### src/rtl/gate_op_pkg.sv
// Shared definitions for the gate-op arbiter: op code encoding and the
// single-bit gate primitive that the datapath applies across every bit.
package gate_op_pkg;

  localparam int OP_W = 3;

  localparam logic [OP_W-1:0] OP_AND  = 3'd0;
  localparam logic [OP_W-1:0] OP_OR   = 3'd1;
  localparam logic [OP_W-1:0] OP_NOT  = 3'd2;
  localparam logic [OP_W-1:0] OP_NAND = 3'd3;
  localparam logic [OP_W-1:0] OP_NOR  = 3'd4;
  localparam logic [OP_W-1:0] OP_XOR  = 3'd5;
  localparam logic [OP_W-1:0] OP_XNOR = 3'd6;
  localparam logic [OP_W-1:0] OP_RSVD = 3'd7;

  // Evaluates one bit position and returns {err, y}. It is kept single-bit
  // so that the caller's operand width is free; NOT ignores b, and the
  // reserved code yields y=0 with err set.
  function automatic logic [1:0] gate_eval(input logic [OP_W-1:0] op,
                                           input logic            a,
                                           input logic            b);
    logic y;
    logic err;
    y   = 1'b0;
    err = 1'b0;
    case (op)
      OP_AND:  y = a & b;
      OP_OR:   y = a | b;
      OP_NOT:  y = ~a;
      OP_NAND: y = ~(a & b);
      OP_NOR:  y = ~(a | b);
      OP_XOR:  y = a ^ b;
      OP_XNOR: y = ~(a ^ b);
      OP_RSVD: err = 1'b1;
      default: err = 1'b1;
    endcase
    return {err, y};
  endfunction

endpackage

### src/rtl/rr_arbiter.sv
// Round-robin arbiter: grants the first active request at or after the
// pointer, wrapping, and moves the pointer past the winner on advance.
module rr_arbiter #(
  parameter int N  = 4,
  parameter int IW = $clog2(N)
) (
  input  logic          clk,
  input  logic          rst_n,
  input  logic [N-1:0]  req,
  input  logic          advance,
  output logic [N-1:0]  grant,
  output logic [IW-1:0] grant_idx
);

  logic [IW-1:0] r_ptr;

  // Scan requests starting at the pointer and pick the first one found.
  always_comb begin : scan
    int  j;
    logic w_found;
    // NOTE: every combinational output gets a default before any branch so no latch is inferred.
    grant     = '0;
    grant_idx = '0;
    w_found   = 1'b0;
    j         = 0;
    for (int k = 0; k < N; k++) begin
      j = int'(r_ptr) + k;
      if (j >= N) j = j - N;
      if (!w_found && req[j]) begin
        w_found   = 1'b1;
        grant[j]  = 1'b1;
        grant_idx = IW'(j);
      end
    end
  end

  // Pointer moves one past the granted index on an accept, else holds.
  always_ff @(posedge clk or negedge rst_n) begin
    if (!rst_n) begin
      r_ptr <= '0;
    end else if (advance) begin
      // NOTE: sequential state uses non-blocking assignment so all flops update from pre-edge values.
      r_ptr <= (grant_idx == IW'(N - 1)) ? '0 : grant_idx + 1'b1;
    end
  end

endmodule

### src/rtl/gate_op_arbiter.sv
// Shares one registered bitwise gate unit between NREQ requesters through
// a round-robin arbiter and a single-entry valid/ready response register.
module gate_op_arbiter
  import gate_op_pkg::*;
#(
  parameter int NREQ  = 4,
  parameter int WIDTH = 8
) (
  input  logic                     clk,
  input  logic                     rst_n,
  input  logic [NREQ-1:0]          req_valid,
  output logic [NREQ-1:0]          req_ready,
  input  logic [NREQ*OP_W-1:0]     req_op,
  input  logic [NREQ*WIDTH-1:0]    req_a,
  input  logic [NREQ*WIDTH-1:0]    req_b,
  output logic                     rsp_valid,
  input  logic                     rsp_ready,
  output logic [$clog2(NREQ)-1:0]  rsp_id,
  output logic [WIDTH-1:0]         rsp_y,
  output logic                     rsp_err
);

  localparam int IDW = $clog2(NREQ);

  logic [NREQ-1:0]  w_grant;
  logic [IDW-1:0]   w_grant_idx;
  logic             w_accept_en;
  logic             w_any;
  logic             w_accept;
  logic [OP_W-1:0]  w_op;
  logic [WIDTH-1:0] w_a;
  logic [WIDTH-1:0] w_b;
  logic [WIDTH-1:0] w_y;
  logic             w_err;
  logic [1:0]       w_bit;

  logic             r_rsp_valid;
  logic [IDW-1:0]   r_rsp_id;
  logic [WIDTH-1:0] r_rsp_y;
  logic             r_rsp_err;

  // The output slot can take a new result when empty or being drained.
  assign w_accept_en = !r_rsp_valid || rsp_ready;
  assign w_any       = |req_valid;
  assign w_accept    = w_accept_en && w_any;
  assign req_ready   = {NREQ{w_accept_en}} & w_grant;

  rr_arbiter #(.N(NREQ), .IW(IDW)) u_arb (
    .clk       (clk),
    .rst_n     (rst_n),
    .req       (req_valid),
    .advance   (w_accept),
    .grant     (w_grant),
    .grant_idx (w_grant_idx)
  );

  // Operand mux selects the granted requester's fields.
  assign w_op = req_op[int'(w_grant_idx) * OP_W +: OP_W];
  assign w_a  = req_a[int'(w_grant_idx) * WIDTH +: WIDTH];
  assign w_b  = req_b[int'(w_grant_idx) * WIDTH +: WIDTH];

  // Apply the gate primitive to every bit; err is common to all bits.
  always_comb begin
    w_y   = '0;
    w_err = 1'b0;
    w_bit = '0;
    for (int i = 0; i < WIDTH; i++) begin
      w_bit  = gate_eval(w_op, w_a[i], w_b[i]);
      w_y[i] = w_bit[0];
      w_err  = w_err | w_bit[1];
    end
  end

  // Response register: load on accept, clear valid on drain, hold on stall.
  always_ff @(posedge clk or negedge rst_n) begin
    if (!rst_n) begin
      r_rsp_valid <= 1'b0;
      r_rsp_id    <= '0;
      r_rsp_y     <= '0;
      r_rsp_err   <= 1'b0;
    end else if (w_accept_en) begin
      r_rsp_valid <= w_any;
      if (w_any) begin
        r_rsp_id  <= w_grant_idx;
        r_rsp_y   <= w_y;
        r_rsp_err <= w_err;
      end
    end
  end

  assign rsp_valid = r_rsp_valid;
  assign rsp_id    = r_rsp_id;
  assign rsp_y     = r_rsp_y;
  assign rsp_err   = r_rsp_err;

endmodule

### config.mk
export PLATFORM = sky130hd
export DESIGN_NAME = gate_op_arbiter
export DESIGN_NICKNAME = d
export VERILOG_FILES = /design/src/rtl/gate_op_pkg.sv /design/src/rtl/rr_arbiter.sv /design/src/rtl/gate_op_arbiter.sv
export SDC_FILE = /design/constraint.sdc
export NUM_CORES = 1
export LEC_CHECK = 0
export ABC_CLOCK_PERIOD_IN_PS = 4650
export BUFFER_PORTS_ARGS = -buffer_cell sky130_fd_sc_hd__buf_2
export CORE_ASPECT_RATIO = 0.5
export CORE_MARGIN = 1.5
export CORE_UTILIZATION = 50
export DETAILED_ROUTE_END_ITERATION = 6
export PLACE_DENSITY_LB_ADDON = 0.08
export SLEW_MARGIN = 10
export SYNTH_ARGS = -nofsm -noshare
export SYNTH_HDL_FRONTEND = slang
export SYNTH_SLANG_ARGS = --single-unit
export TNS_END_PERCENT = 100
### constraint.sdc
create_clock -name clk -period 4.65 [get_ports clk]
set_input_delay 0.93 -clock clk [delete_from_list [all_inputs] [get_ports clk]]
set_output_delay 0.93 -clock clk [all_outputs]
set_load 0.1 [all_outputs]
# After elaboration in Yosys (flattened, before gate mapping)
# Index checks and enable logic that the tools add are counted.
[totals]
reg_bits = 14
inputBits = 83
output_inout_bits = 16
word_cells = 158
[classes]
n_addsub = 8
mul = 1
n_lt_le_gt_ge = 12
n_eq_ne = 8
shift = 3
n_mux = 45
n_bitwise = 60
reduce_logical = 16
[op_table]
columns = ["op", "n"]
rows = [
  ["greater-or-equal comparator 32 x 1 -> 1 bit, second input constant", 4],
  ["less-than comparator 32 x 4 -> 1 bit, second input constant", 4],
  ["two-way mux 32 bit", 4],
  ["greater-or-equal comparator 32 x 4 -> 1 bit, second input constant", 3],
  ["subtractor 32 x 4 -> 32 bit, second input constant", 3],
  ["indexed part select 32 x 6 -> 8 bit", 2],
  ["case mux 1 bit (7 select lines)", 8],
  ["NOT 1 bit", 32],
  ["two-way mux 1 bit", 16],
  ["two-way mux 4 bit", 4],
  ["== test 3 bit, second input constant", 4],
  ["OR 4 bit", 3],
  ["indexed part select 12 x 5 -> 3 bit", 1],
  ["two-way mux 2 bit", 5],
  ["AND 1 bit", 8],
  ["binary-select mux 1 bit (select 2 bit)", 4],
  ["demux 1 bit (select 2 bit)", 4],
  ["logical AND 1 bit", 8],
  ["OR 1 bit", 8],
  ["XOR 1 bit", 8],
  ["adder 2 x 2 -> 3 bit, second input constant", 2],
  ["== test 3 x 2 -> 1 bit, second input constant", 2],
  ["AND 4 bit", 1],
  ["logical NOT 1 bit", 4],
  ["other kinds (11)", 11],
]

# Longest topological paths before layout
# Gate-level depths: netlist of run 1.
[depth]
ltp_word = 19
mapped_depth = 16
mapped_depth_nobuf = 12

# Modules after synthesis
# A second synthesis of run 1 with hierarchy kept.
[unflattened]
hier_cells = 244
hier_area_um2 = 2369.8
[modules_own_cells]
columns = ["mod", "n_inst", "cells_per_inst", "area_each_um2", "seq_area_each_um2"]
rows = [
  ["gate_op_arbiter", 1, 187, 1836.8, 300.3],
  ["rr_arbiter", 1, 57, 533.0, 50.0],
]

# Worst setup path before layout of run 1
# Ideal clock, no wire load.
[synth_path]
path_kind = "register to output"
startpoint = "register u_arb.r_ptr[0]"
endpoint = "output port req_ready[1]"
t_arrival_ns = 3.382
t_required_ns = 3.720
setup_slack_ns = 0.338
stages_incl_launch_ff = 8
n_path_buf = 1
cell_sequence = "dfrtp_1 buf_4 inv_2 ha_1 mux4_2 nor2_1 a222oi_1 a21oi_1"
[synth_between]
elab_chain_cells = 16
[synth_lines]
columns = ["item", "line_no", "rtl"]
rows = [
  ["start, declared", "rr_arbiter.sv:15", "logic [IW-1:0] r_ptr;"],
  ["start signal, assigned", "rr_arbiter.sv:43", "r_ptr <= (grant_idx == IW'(N - 1)) ? '0 : grant_idx + 1'b1;"],
  ["branches (longest 14 deep; another with subtractor 32 x 4 -> 32 bit)", "n/a", ""],
  ["two-way mux 4 bit (*)", "rr_arbiter.sv:29", "if (!w_found && req[j]) begin"],
  ["AND 4 bit (*)", "gate_op_arbiter.sv:46", "assign req_ready = {NREQ{w_accept_en}} & w_grant;"],
  ["end, declared", "gate_op_arbiter.sv:12", "output logic [NREQ-1:0] req_ready,"],
]
# Mark *: on every way between the ends. The select of a mux whose other input is x is not followed.

# Worst setup path in the final report of run 1
[layout_path]
startpoint = "register u_arb.r_ptr[0]"
endpoint = "output port req_ready[2]"
# Same word-level chain as after synthesis.

==> impl_metrics.ini, run 1 <==
[die]
die_height_um = 52.32
initial_utilization_pct = 53.69
die_w_um = 101.6
die_area_sq_mm = 0.005318
core_sq_mm = 0.004531
io_pins = 99
fp-row-count = 17

[job]
maxCapViolCount = 0

[setup_path]
setup.worst_path.start_class = register
worstPathCellList = inv_2 > ha_1 > mux4_2 > nor2_1 > a222oi_1 > a21oi_1 > buf_2
worstPathMaxFanout = 14
worstPathRequired_ns = 3.72
worstSetupEndpointType = output port
critPathSlowestCell = dfrtp_1
critPathMaxStageDelay_ns = 0.64
critPathKind = reg -> out
arrival_ns = 3.09

[clock_tree]
cts_max_path_buffers = 2
cts-resized-gates = 0
clk_pin_slew_ns = 0.05
post_cts_buffers = 0
h-tree-depth = 1
clockRootBuffer = clkbuf_8
cts_tree = done
cts_buffers = 3
hold_buffers = 0
clock_latency_ns = 0.24
clock-sinks = 14

[grt]
grt_antenna_before_repair = 0
gr-usage-all-layers_pct = 24.69
grt_pass1_wl_mm = 10.56
grt_start_max_net_pins = 34
grt_overflow_total = 0
grt_pass1_vias = 2498

[finish]
num-fill-cells = 403
regArea_sq_um = 350.3
final_util_pct = 65.29
area_growth_pct = 21.61
multi_input_area_sq_mm = 0.001866
diodes = 0
fin_nets = 479
drive_above_1_share_pct = 34.76

[sta]
setup_violations = 0
final.min_clock_period_ns = 4.025
rsz0062_at_grt = false
relSlewSlack_pct = 56.28
hold_viol_final = 0
slew_violations = 0
min_period_over_period_pct = 86.55
fmax_mhz = 248.5
fin_skew_ns = 0.003783
fin_setup_tns_ns = 0
worst_slew_pin_slew_ns = 0.6559

[yosys]
synth_area_leaders = mux2i_1, dfrtp_1, ha_1, mux2_2, nand2_1
ys_seq_elements = 14
synth_top_area_share_pct = 21.40
synth_top_area_cell = mux2i_1
async_flop_share_pct = 100.0
synth_nets = 391
synth.most_common_cell = mux2i_1
synth.distinct_cells = 45
synth_area_sq_mm = 0.002432
ys_seq_area_share_pct = 14.40
syn_inst = 288
synthTopCellsByCount = mux2i_1, nand2_1, inv_1
synthFlopType = dfrtp_1
ys_warn_count = 0
synth_edf_count = 0
synth.avg_cell_area_sq_um = 8.446

[drt]
dr.pass1.iters = 4
drc = 0
dr_total_vias = 2563
detail_route.wl_per_cell_um = 14.46
routed_wl_mm = 6.362
postRouteAntennaNets = 0
drt_iter0_markers = 126
vias_per_cell = 5.825

[placement]
io_buffers = 98
dp_hpwl_mm = 4.981
gp_congestion = 0.9167

[run_status]
status = finished clean

[hold_path]
hold_class = reg -> reg
==> cells by family after synthesis <==
family                   Yosys count  share of synthesized area (%)
multiplexers                      71                          31.02
buffers and inverters             44                          8.899
AND/OR/NAND/NOR                   62                          11.93
flip-flops                        14                          14.40
adder cells (fa/ha/maj)           20                          10.29
XOR/XNOR                           1                         0.3601
AO/OA/AOI/OAI                     76                          23.10
==> metrics by stage <==
| step | hold WS [ns] | area (sq um) | instances | setup slack, ns |
|---|---|---|---|---|
| after global placement | 0.4540 | 2917 | 437 | 0.8953 |
| final | 0.4799 | 2958 | 440 | 0.6254 |
| after CTS | 0.4855 | 2958 | 440 | 0.6555 |
| after global routing | 0.5087 | 2958 | 440 | 0.4068 |
| after floorplan | 0.6344 | 2432 | 288 | 0.3378 |
| after detailed placement | 0.4716 | 2917 | 437 | 0.7550 |
==> layout by cell type, fill, tap and decap left out, drive strengths merged, types with 9 or more instances in the layout <==
master | Yosys | layout
nor2 | 10 | 10
nand2 | 31 | 31
buf | 18 | 103
dfrtp | 14 | 14
mux2i | 54 | 54
o211ai | 9 | 9
mux2 | 16 | 16
a211oi | 10 | 10
o21ai | 9 | 9
a21oi | 17 | 17
ha | 20 | 20
inv | 24 | 24
==> critical path, delay by kind of cell (launching register included) <==
kind            cells  cell delay, ns
simple gates        1            0.24
buf+inv             2            0.61
fa+ha+maj           1            0.50
compound gates      2            0.31
mux                 1            0.56
flops               1            0.64
==> path summary, 6_finish.rpt <==
check | startpoint | to | slack, ns | depth (start not counted)
setup reg to reg | u_arb.r_ptr[0] | rsp_y[0] | 0.92 | 13
hold reg to reg | rsp_id[1] | rsp_id[1] | 0.48 | 2
min in group asynchronous | rst_n | rsp_y[1] | 0.58 | 1
max in group asynchronous | rst_n | rsp_y[3] | 3.82 | 1
hold / removal | rsp_id[1] | rsp_id[1] | 0.48 | 2
setup / recovery | u_arb.r_ptr[0] | req_ready[2] | 0.63 | 7
==> flip-flops by register name, summed over array words and instances (netlist names) <==
| register | cells |
|---|---|
| rsp_id | 2 |
| rsp_y | 8 |
| rsp_err | 1 |
| rsp_valid | 1 |
| u_arb.r_ptr | 2 |
==> metal layers <==
layer | GRT usage (%) | share of wire (%) | vias to the layer above
li1 | - | - | 1263
met1 | 26.76 | 42 | 1216
met2 | 51.22 | 53 | 79
met3 | 4.267 | 4.7 | 5
met4 | 4.167 | 0.50 | 0
met5 | 0 | 0 | -
==> area by class of cell <==
type	instances	area share (%)
clock buffers	3	1.396
well taps	66	2.792
multi-input cells	230	63.07
repair buffers	103	17.85
flip-flops and latches	14	11.84
inverters	24	3.046
Power of run 1 is left out: the tool's default activity adds up to more than one toggle a clock period on the data nets, which glitch-free logic cannot reach.
==> run 2, diff against run 1 <==
--- a/config.mk
+++ b/config.mk
@@ -5,11 +5,12 @@
 export SDC_FILE = /design/constraint.sdc
 export NUM_CORES = 1
 export LEC_CHECK = 0
+export ABC_AREA = 1
 export ABC_CLOCK_PERIOD_IN_PS = 4650
 export BUFFER_PORTS_ARGS = -buffer_cell sky130_fd_sc_hd__buf_2
 export CORE_ASPECT_RATIO = 0.5
 export CORE_MARGIN = 1.5
-export CORE_UTILIZATION = 50
+export CORE_UTILIZATION = 51
 export DETAILED_ROUTE_END_ITERATION = 6
 export PLACE_DENSITY_LB_ADDON = 0.08
 export SLEW_MARGIN = 10
==> run 2 against run 1 <==
Against the previous run:
- worst hold slack got worse by 0.0031 ns
- clock skew decreased by 0.00070 ns
- final cell count increased by 42%
- sequential share of layout area decreased by 0.77 points
- register-to-register slack got worse by 0.19 ns
- setup slack improved by 0.10 ns
- non-clock buffer count decreased by 2
- wire length increased by 14%
- synthesized area increased by 9.7%
- critical endpoint is now rsp_y[1]
- largest cell class unchanged
- highest routed layer unchanged
==> impl_metrics.ini, run 2 <==
[yosys]
synth.avg_cell_area_sq_um = 5.678
ys_warn_count = 0
ys_seq_area_share_pct = 13.13
synth_edf_count = 0
synthTopCellsByCount = nand2_1, nand3_1, inv_1
synth.distinct_cells = 27
synth_area_leaders = nand2_1, dfrtp_1, nand3_1, ha_1, inv_1
synth_top_area_cell = nand2_1
synth_top_area_share_pct = 27.43
async_flop_share_pct = 100.0
synth_nets = 573
synth_area_sq_mm = 0.002669
synth.most_common_cell = nand2_1
syn_inst = 470
ys_seq_elements = 14
synthFlopType = dfrtp_1

[drt]
dr.pass1.iters = 4
detail_route.wl_per_cell_um = 11.57
dr_total_vias = 3126
vias_per_cell = 4.994
routed_wl_mm = 7.240
postRouteAntennaNets = 0
drc = 0
drt_iter0_markers = 157

[finish]
num-fill-cells = 498
diodes = 0
final_common_cell = nand2_1
largest_reg_flops = 8
final_util_pct = 63.55
drive_above_1_share_pct = 24.10
area_growth_pct = 18.52
fin_nets = 661
final_cell_mix = nand2_1, buf_2, nand3_1

[sta]
hold_viol_final = 0
slew_violations = 0
min_period_over_period_pct = 84.32
fin_skew_ns = 0.003086
fin_setup_tns_ns = 0
worst_slew_pin_slew_ns = 0.7391
fmax_mhz = 255.0
whs_ns = 0.4768
relSlewSlack_pct = 50.55
setup_violations = 0
rsz0062_at_grt = false
final.min_clock_period_ns = 3.921

[grt]
grt_overflow_total = 0
grt_pass1_wl_mm = 12.10
grt_antenna_before_repair = 0
gr-usage-all-layers_pct = 26.56
grt_pass1_vias = 2717
grt_start_max_net_pins = 45

[hold_path]
hold_path_end = rsp_err
hold_depth = 2
hp-start = rsp_err
hold_class = reg -> reg

[die]
core_sq_mm = 0.004977
die_height_um = 54.15
fp-row-count = 18
initial_utilization_pct = 53.62
die_area_sq_mm = 0.005702
io_pins = 99
die_w_um = 105.3

[clock_tree]
clk_pin_slew_ns = 0.05
clock-sinks = 14
cts_tree = done
cts_buffers = 3
cts_max_path_buffers = 2
post_cts_buffers = 0
hold_buffers = 0
h-tree-depth = 1
clock_latency_ns = 0.24
cts-resized-gates = 0
clockRootBuffer = clkbuf_8

[setup_path]
rr_worst_depth = 20
setup.worst_path.start_class = register
arrival_ns = 4.05
worstPathCellList = inv_2 > ha_1 > inv_1 > nand3_1 > nand2_2 > a21oi_1 > nand2_1 > nand2_4 > inv_1 > nand2_1 > a32oi_1 > inv_1 > ha_1 > inv_1 > nand3_1 > nand2_1 > nor2_1 > nand2_1 > nand2_1 > nand2_1
critPathSlowestCell = dfrtp_1
r2r_slack_ns = 0.73
crit_path_frequent_cell = nand2_1
r2r-start = u_arb.r_ptr[0]
worstPathMaxFanout = 23
reg2reg_to = rsp_y[1]
critPathMaxStageDelay_ns = 0.62
worstPathRequired_ns = 4.78
critPathKind = reg -> reg
worstSetupEndpointType = register

[job]
maxCapViolCount = 0

[placement]
dp_hpwl_mm = 5.776
io_buffers = 98
gp_congestion = 0.8693

[run_status]
status = finished clean
-- run 2: per-layer routing --
layer	track usage (%)	vias up	part of all wire, %
met4	3.196	0	0.12
met3	4.116	2	6.6
met2	46.30	103	42
met5	0	-	0
li1	-	1662	-
met1	36.32	1359	51
-- run 2: stage by stage --
step,cells,instance area [sq um],worst slack (ns)
after floorplan,470,2669,1.402
after global placement,623,3122,0.8472
after detailed placement,623,3122,0.7928
after CTS,626,3163,0.7694
after global routing,626,3163,0.2934
final,626,3163,0.7291
-- run 2: logic make-up after synthesis --
kind of cell             after synthesis  share of synthesized area, %
AND/OR/NAND/NOR                      321                         54.99
buffers and inverters                 78                         13.97
AO/OA/AOI/OAI                         37                         8.533
adder cells (fa/ha/maj)               20                         9.376
flip-flops                            14                         13.13
-- run 2: cell type report --
class                           instances  area (sq um)  share of cell area, %
Tap cell                               70         87.58                  2.769
Clock buffer                            3         41.29                  1.305
Inverter                               60         225.2                  7.120
Multi-Input combinational cell        378          1946                  61.51
Timing Repair Buffer                  101         513.0                  16.22
Sequential cell                        14         350.3                  11.08
-- run 2: worst max path at each step --
stage                        start            to  slack [ns]  depth (start not counted)
CTS                 u_arb.r_ptr[0]      rsp_y[4]        0.77                         20
global route        u_arb.r_ptr[0]      rsp_y[1]        0.29                         19
floorplan             req_valid[0]  req_ready[1]        1.40                         11
finish              u_arb.r_ptr[0]      rsp_y[1]        0.73                         20
global placement    u_arb.r_ptr[0]      rsp_y[4]        0.85                         20
detailed placement  u_arb.r_ptr[0]      rsp_y[4]        0.79                         20
-- run 2: worst max-delay path: cells and delay by family, from the launching register on --
kind / cells / cell delay [ns]
compound gates: 2 / 0.46
buf+inv: 5 / 0.91
flops: 1 / 0.62
simple gates: 11 / 1.10
fa+ha+maj: 2 / 0.70
Power of run 2 is left out for the same reason.
